<file path="config.mk">
export PLATFORM = sky130hd
export DESIGN_NAME = keypad_scanner
export DESIGN_NICKNAME = d
export VERILOG_FILES = /design/src/rtl/keypad_pkg.sv /design/src/rtl/keypad_scanner_sync_2ff.sv /design/src/rtl/keypad_scanner.sv
export SDC_FILE = /design/constraint.sdc
export NUM_CORES = 1
export LEC_CHECK = 0
export CAP_MARGIN = 20
export CORE_ASPECT_RATIO = 1.75
export CORE_UTILIZATION = 25
export CTS_CLUSTER_DIAMETER = 80
export DETAILED_ROUTE_END_ITERATION = 16
export GPL_TIMING_DRIVEN = 0
export PLACE_DENSITY = 0.46
export SKIP_CTS_REPAIR_TIMING = 1
export SLEW_MARGIN = 20
export SYNTH_ARGS = -nofsm -noshare
export SYNTH_HDL_FRONTEND = slang
export SYNTH_SLANG_ARGS = --single-unit
</file>
<file path="constraint.sdc">
create_clock -name clk -period 4.2 [get_ports clk]
set_clock_uncertainty 0.15 [all_clocks]
set_input_delay 1.26 -clock clk [delete_from_list [all_inputs] [get_ports clk]]
set_output_delay 1.26 -clock clk [all_outputs]
set_load 0.02 [all_outputs]
</file>
<file path="src/rtl/keypad_pkg.sv">
// Shared types and constants for the 4x4 keypad scanner.
package keypad_pkg;

  localparam int NUM_ROWS = 4;
  localparam int NUM_COLS = 4;
  localparam int KEY_W    = 8;

  typedef enum logic [1:0] {
    SCAN      = 2'd0,
    DEB_PRESS = 2'd1,
    HELD      = 2'd2,
    DEB_REL   = 2'd3
  } scan_state_t;

  function automatic logic onehot4(input logic [3:0] v);
    return (v != 4'd0) && ((v & (v - 4'd1)) == 4'd0);
  endfunction

endpackage

</file>
<file path="src/rtl/keypad_scanner_sync_2ff.sv">
// Parameterised-width two-flop synchronizer; resets to all ones (idle pulled-up rows).
module sync_2ff #(
  parameter int WIDTH = 4
) (
  input  logic             clk,
  input  logic             reset,
  input  logic [WIDTH-1:0] i_d,
  output logic [WIDTH-1:0] o_q
);

  logic [WIDTH-1:0] r_meta;
  logic [WIDTH-1:0] r_sync;

  always_ff @(posedge clk) begin
    if (reset) begin
      r_meta <= '1;
      r_sync <= '1;
    end else begin
      r_meta <= i_d;
      r_sync <= r_meta;
    end
  end

  assign o_q = r_sync;

endmodule

</file>
<file path="src/rtl/keypad_scanner.sv">
// 4x4 matrix keypad scanner with press/release debounce and first-key lock.
// Optional auto-repeat while held: define KEYPAD_AUTOREPEAT_EN.
module keypad_scanner
  import keypad_pkg::*;
#(
  parameter int SCAN_DIV        = 1000,
  parameter int DEBOUNCE_CYCLES = 20000,
  parameter int REPEAT_CYCLES   = 500000
) (
  input  logic                clk,
  input  logic                reset,
  input  logic [NUM_ROWS-1:0] row_n,
  output logic [NUM_COLS-1:0] col_n,
  output logic [KEY_W-1:0]    key_val,
  output logic                key_valid,
  output logic                key_held
);

  localparam int SLOT_W = $clog2(SCAN_DIV);
  localparam int DEB_W  = $clog2(DEBOUNCE_CYCLES);
  localparam logic [SLOT_W-1:0] SLOT_LAST = SLOT_W'(SCAN_DIV - 1);
  localparam logic [DEB_W-1:0]  DEB_LAST  = DEB_W'(DEBOUNCE_CYCLES - 1);

  // The sync latency of two cycles must settle inside one column slot.
  generate
    if (SCAN_DIV < 4 || DEBOUNCE_CYCLES < 2 || REPEAT_CYCLES < 2) begin : g_param_check
      $error("keypad_scanner: SCAN_DIV must be >= 4, DEBOUNCE/REPEAT >= 2");
    end
  endgenerate

  logic [NUM_ROWS-1:0] w_row_sync;
  logic [NUM_ROWS-1:0] w_rows_s;
  logic                w_cand_hit;

  scan_state_t         r_state;
  logic [NUM_COLS-1:0] r_col_n;
  logic [SLOT_W-1:0]   r_slot;
  logic [DEB_W-1:0]    r_deb;
  logic [KEY_W-1:0]    r_cand;
  logic [KEY_W-1:0]    r_key_val;
  logic                r_key_valid;
  logic                r_key_held;

`ifdef KEYPAD_AUTOREPEAT_EN
  localparam int REP_W = $clog2(REPEAT_CYCLES);
  localparam logic [REP_W-1:0] REP_LAST = REP_W'(REPEAT_CYCLES - 1);
  logic [REP_W-1:0] r_rep;
`endif

  sync_2ff #(.WIDTH(NUM_ROWS)) u_row_sync (
    .clk   (clk),
    .reset (reset),
    .i_d   (row_n),
    .o_q   (w_row_sync)
  );

  assign w_rows_s   = ~w_row_sync;
  assign w_cand_hit = |(w_rows_s & r_cand[KEY_W-1:NUM_COLS]);

  always_ff @(posedge clk) begin
    if (reset) begin
      r_state     <= SCAN;
      r_col_n     <= 4'b1110;
      r_slot      <= '0;
      r_deb       <= '0;
      r_cand      <= '0;
      r_key_val   <= '0;
      r_key_valid <= 1'b0;
      r_key_held  <= 1'b0;
`ifdef KEYPAD_AUTOREPEAT_EN
      r_rep       <= '0;
`endif
    end else begin
      r_key_valid <= 1'b0;
`ifdef KEYPAD_AUTOREPEAT_EN
      r_rep       <= '0;
`endif
      case (r_state)
        SCAN: begin
          if (r_slot == SLOT_LAST) begin
            r_slot <= '0;
            if (onehot4(w_rows_s)) begin
              r_cand  <= {w_rows_s, ~r_col_n};
              r_deb   <= '0;
              r_state <= DEB_PRESS;
            end else begin
              r_col_n <= {r_col_n[2:0], r_col_n[3]};
            end
          end else begin
            r_slot <= r_slot + SLOT_W'(1);
          end
        end
        DEB_PRESS: begin
          if (w_rows_s == r_cand[KEY_W-1:NUM_COLS]) begin
            if (r_deb == DEB_LAST) begin
              r_key_val   <= r_cand;
              r_key_valid <= 1'b1;
              r_key_held  <= 1'b1;
              r_state     <= HELD;
            end else begin
              r_deb <= r_deb + DEB_W'(1);
            end
          end else begin
            r_col_n <= {r_col_n[2:0], r_col_n[3]};
            r_state <= SCAN;
          end
        end
        HELD: begin
          if (!w_cand_hit) begin
            r_deb   <= '0;
            r_state <= DEB_REL;
          end
`ifdef KEYPAD_AUTOREPEAT_EN
          else if (r_rep == REP_LAST) begin
            r_key_valid <= 1'b1;
          end else begin
            r_rep <= r_rep + REP_W'(1);
          end
`endif
        end
        DEB_REL: begin
          if (w_cand_hit) begin
            r_state <= HELD;
          end else if (r_deb == DEB_LAST) begin
            r_col_n    <= {r_col_n[2:0], r_col_n[3]};
            r_key_held <= 1'b0;
            r_state    <= SCAN;
          end else begin
            r_deb <= r_deb + DEB_W'(1);
          end
        end
        default: r_state <= SCAN;
      endcase
    end
  end

  assign col_n     = r_col_n;
  assign key_val   = r_key_val;
  assign key_valid = r_key_valid;
  assign key_held  = r_key_held;

endmodule

</file>
==> flow_metrics.tcl <==
set metrics [dict create \
    crit_path_start_kind "input port" \
    cts_tree "done" \
    antenna_found_initial 0 \
    status "finished clean" \
    fin_nets 335 \
    syn2layout_area_growth_pct 23.7 \
    intPower_mw 0.970 \
    clkSinkCount 57 \
    ys_seq_area_frac 0.429 \
    clk-insertion-delay-late_ns 0.33 \
    path_class "input port to flop" \
    finalSetupTns_ns 0 \
    place_ws_ns 0.713 \
    hold_violations 0 \
    ys_types 45 \
    worst_pin_slew_ns 1.01 \
    power_density_mw_per_mm2 389 \
    syn_avg_cell_area_um2 9.09 \
    seqPwrFrac 0.433 \
    drcViolationCount 0 \
    fin_ws_ns 1.05 \
    grt_pass1_wl_mm 11.5 \
    clk_transition_reported_paths_ns 0.05 \
    end_kind "flop" \
    p_switching_mw 0.311 \
    power.share.clock 0.530 \
    finalHoldWorstSlack_ns 0.256 \
    finalCritPeriodShare 0.751 \
    yosysTopAreaCell "dfxtp_1" \
    crit_required_ns 4.29 \
    io_buffers 19 \
    grt_max_degree 13 \
    syn-instance-count 293 \
    p_comb_frac 0.037 \
    rsz0062_at_grt "false" \
    numCtsBuffers 9 \
    setup_viol 0 \
    post_drt_wl_per_cell_um 15.1 \
    die_area_mm2 0.0111 \
    cts_root_buf "clkbuf_16" \
    start_util 0.259 \
    rows 49 \
    synth_top_flop_cell "dfxtp_1" \
    clock_path_buffers 2 \
    critPathArrivalTime_ns 3.25 \
    ioPinCount 20 \
    netlist_area_mm2 0.00266 \
    drt-initial-drc-count 130 \
    slew_viol_final 0 \
    drv_cap 0 \
    synthArstFlopShare 0 \
    core_mm2 0.0103 \
    place_congestion 0.826 \
    ys_ff_latch 57 \
    grt_pass1_vias 2299 \
    grt_util_all_layers 0.139 \
    first_pass_iters 4 \
    syn_nets 305 \
    hpwl_mm 5.13 \
    power_leakage_nw 1.16 \
    cts_htree_levels 3 \
    slew_headroom 0.320 \
    ys_warn_count 0 \
    period_needed_ns 3.15 \
    path_max_fanout 10 \
    nFillCells 1114 \
    hold_class "flop to flop" \
    routed_wl_mm 6.85 \
    die_w_um 80.0 \
    yosys-top-cells-area "dfxtp_1, mux2i_1, nor2_1" \
    ir_drop_mv 0.254 \
    drive_above_1_share 0.113 \
    route.vias.total 2264 \
    rrSetupSlack_ns 1.34 \
    fmax_mhz 317 \
    via_per_inst 4.98 \
    ant_nets 0 \
    synth.top_cell.area_share 0.429 \
    diodes 0 \
    fp.dieH_um 139 \
    synth_edf_count 0 \
    overflow 0 \
    switching_share 0.243 \
]
==> layout make-up <==
type / count / area [um2] / share of cell area
multi-input combinational: 213 / 1420 / 0.432
sequential: 57 / 1140 / 0.347
clock buffer: 9 / 225 / 0.0684
timing repair buffer: 19 / 190 / 0.0578
tap: 127 / 159 / 0.0483
buffer: 15 / 68.8 / 0.0209
clock inverter: 7 / 56.3 / 0.0171
inverter: 8 / 30.0 / 0.00912
==> layout by cell type (no fill, tap or decap), drive strengths merged, types with 2 or more instances in the layout <==
| master | synthesis | routed |
|---|---|---|
| clkinv | 0 | 2 |
| xnor2 | 5 | 5 |
| nand2 | 17 | 17 |
| nand2b | 3 | 3 |
| ha | 6 | 6 |
| clkbuf | 10 | 19 |
| or2 | 9 | 9 |
| nor3 | 3 | 3 |
| nor2b | 2 | 2 |
| o2111ai | 4 | 4 |
| mux2i | 21 | 21 |
| nor4 | 6 | 6 |
| nor2 | 37 | 37 |
| and3 | 4 | 4 |
| and4 | 2 | 2 |
| o31ai | 4 | 4 |
| nand3b | 11 | 11 |
| buf | 5 | 5 |
| a211oi | 8 | 8 |
| nand3 | 24 | 24 |
| inv | 8 | 9 |
| dfxtp | 57 | 57 |
| a311oi | 3 | 3 |
| o21ai | 2 | 2 |
| a21oi | 12 | 12 |
| a31oi | 4 | 4 |
| nand4 | 10 | 10 |
| clkdlybuf4s50 | 0 | 19 |
| xor2 | 3 | 3 |
| clkinvlp | 0 | 4 |
==> final timing paths <==
check / endpoint / from / depth (start not counted)
max reg2reg: key_val[7]$_SDFFE_PP0P_ / u_row_sync.o_q[1]$_SDFF_PP1_ / 7
min reg2reg: u_row_sync.o_q[3]$_SDFF_PP1_ / u_row_sync.r_meta[3]$_SDFF_PP1_ / 1
max: r_deb[0]$_SDFFE_PP0P_ / reset / 5
min: u_row_sync.o_q[3]$_SDFF_PP1_ / u_row_sync.r_meta[3]$_SDFF_PP1_ / 1
==> Yosys cell counts, drive strengths merged, types with 2 or more instances <==
| cell | number |
|---|---|
| dfxtp | 57 |
| nor2 | 37 |
| nand3 | 24 |
| mux2i | 21 |
| nand2 | 17 |
| a21oi | 12 |
| nand3b | 11 |
| clkbuf | 10 |
| nand4 | 10 |
| or2 | 9 |
| a211oi | 8 |
| inv | 8 |
| ha | 6 |
| nor4 | 6 |
| buf | 5 |
| xnor2 | 5 |
| a31oi | 4 |
| and3 | 4 |
| o2111ai | 4 |
| o31ai | 4 |
| a311oi | 3 |
| nand2b | 3 |
| nor3 | 3 |
| xor2 | 3 |
| and4 | 2 |
| nor2b | 2 |
| o21ai | 2 |
==> layer usage <==
metal | vias to the layer above | track usage | wire length [um]
met2 | 34 | 0.255 | 3790
met3 | 18 | 0.0244 | 117
met5 | - | 0 | 0
li1 | 1130 | - | -
met1 | 1082 | 0.134 | 2620
met4 | 0 | 0.0959 | 316
==> through the flow <==
step	cells	total power, mW	util	instance area, um2
floorplan	293	0.595	-	2660
detailed placement	439	0.614	0.292	3010
finish	455	1.28	0.320	3290
global placement	439	0.613	0.292	3010
CTS	455	1.30	0.320	3290
global route	455	1.33	0.320	3290
==> state kept, by name, indices dropped and copies added, names as in the netlist <==
register           cells
r_slot                10
key_val                8
key_held               1
r_state                2
key_valid              1
r_cand                 8
u_row_sync.o_q         4
u_row_sync.r_meta      4
r_deb                 15
col_n                  4
==> cells by family (layout without fill, tap and decap cells) <==
logic type	count (synthesis)	in the layout	share of synthesized area
compound gates	46	46	0.133
fa+ha+maj	6	6	0.0282
xor+xnor	8	8	0.0263
buf+inv	23	58	0.0371
simple gates	132	132	0.268
mux	21	21	0.0789
flops	57	57	0.429
==> power groups by stage <==
stage	logic (mW)	clock network, mW	registers, mW
4_1_cts	0.0482	0.695	0.554
3_3_place_gp	0.0476	0	0.566
3_5_place_dp	0.0480	0	0.566
6_report	0.0472	0.679	0.554
5_1_grt	0.0531	0.718	0.555
2_1_floorplan	0.0299	0	0.565
==> critical path, cell delays in order <==
cell	delay, ns
clkdlybuf4s50_1	0.47
a31oi_1	0.77
clkbuf_1	0.45
o2111ai_1	0.19
o31ai_1	0.09
Note: power is estimated with default switching activity, not from simulation.
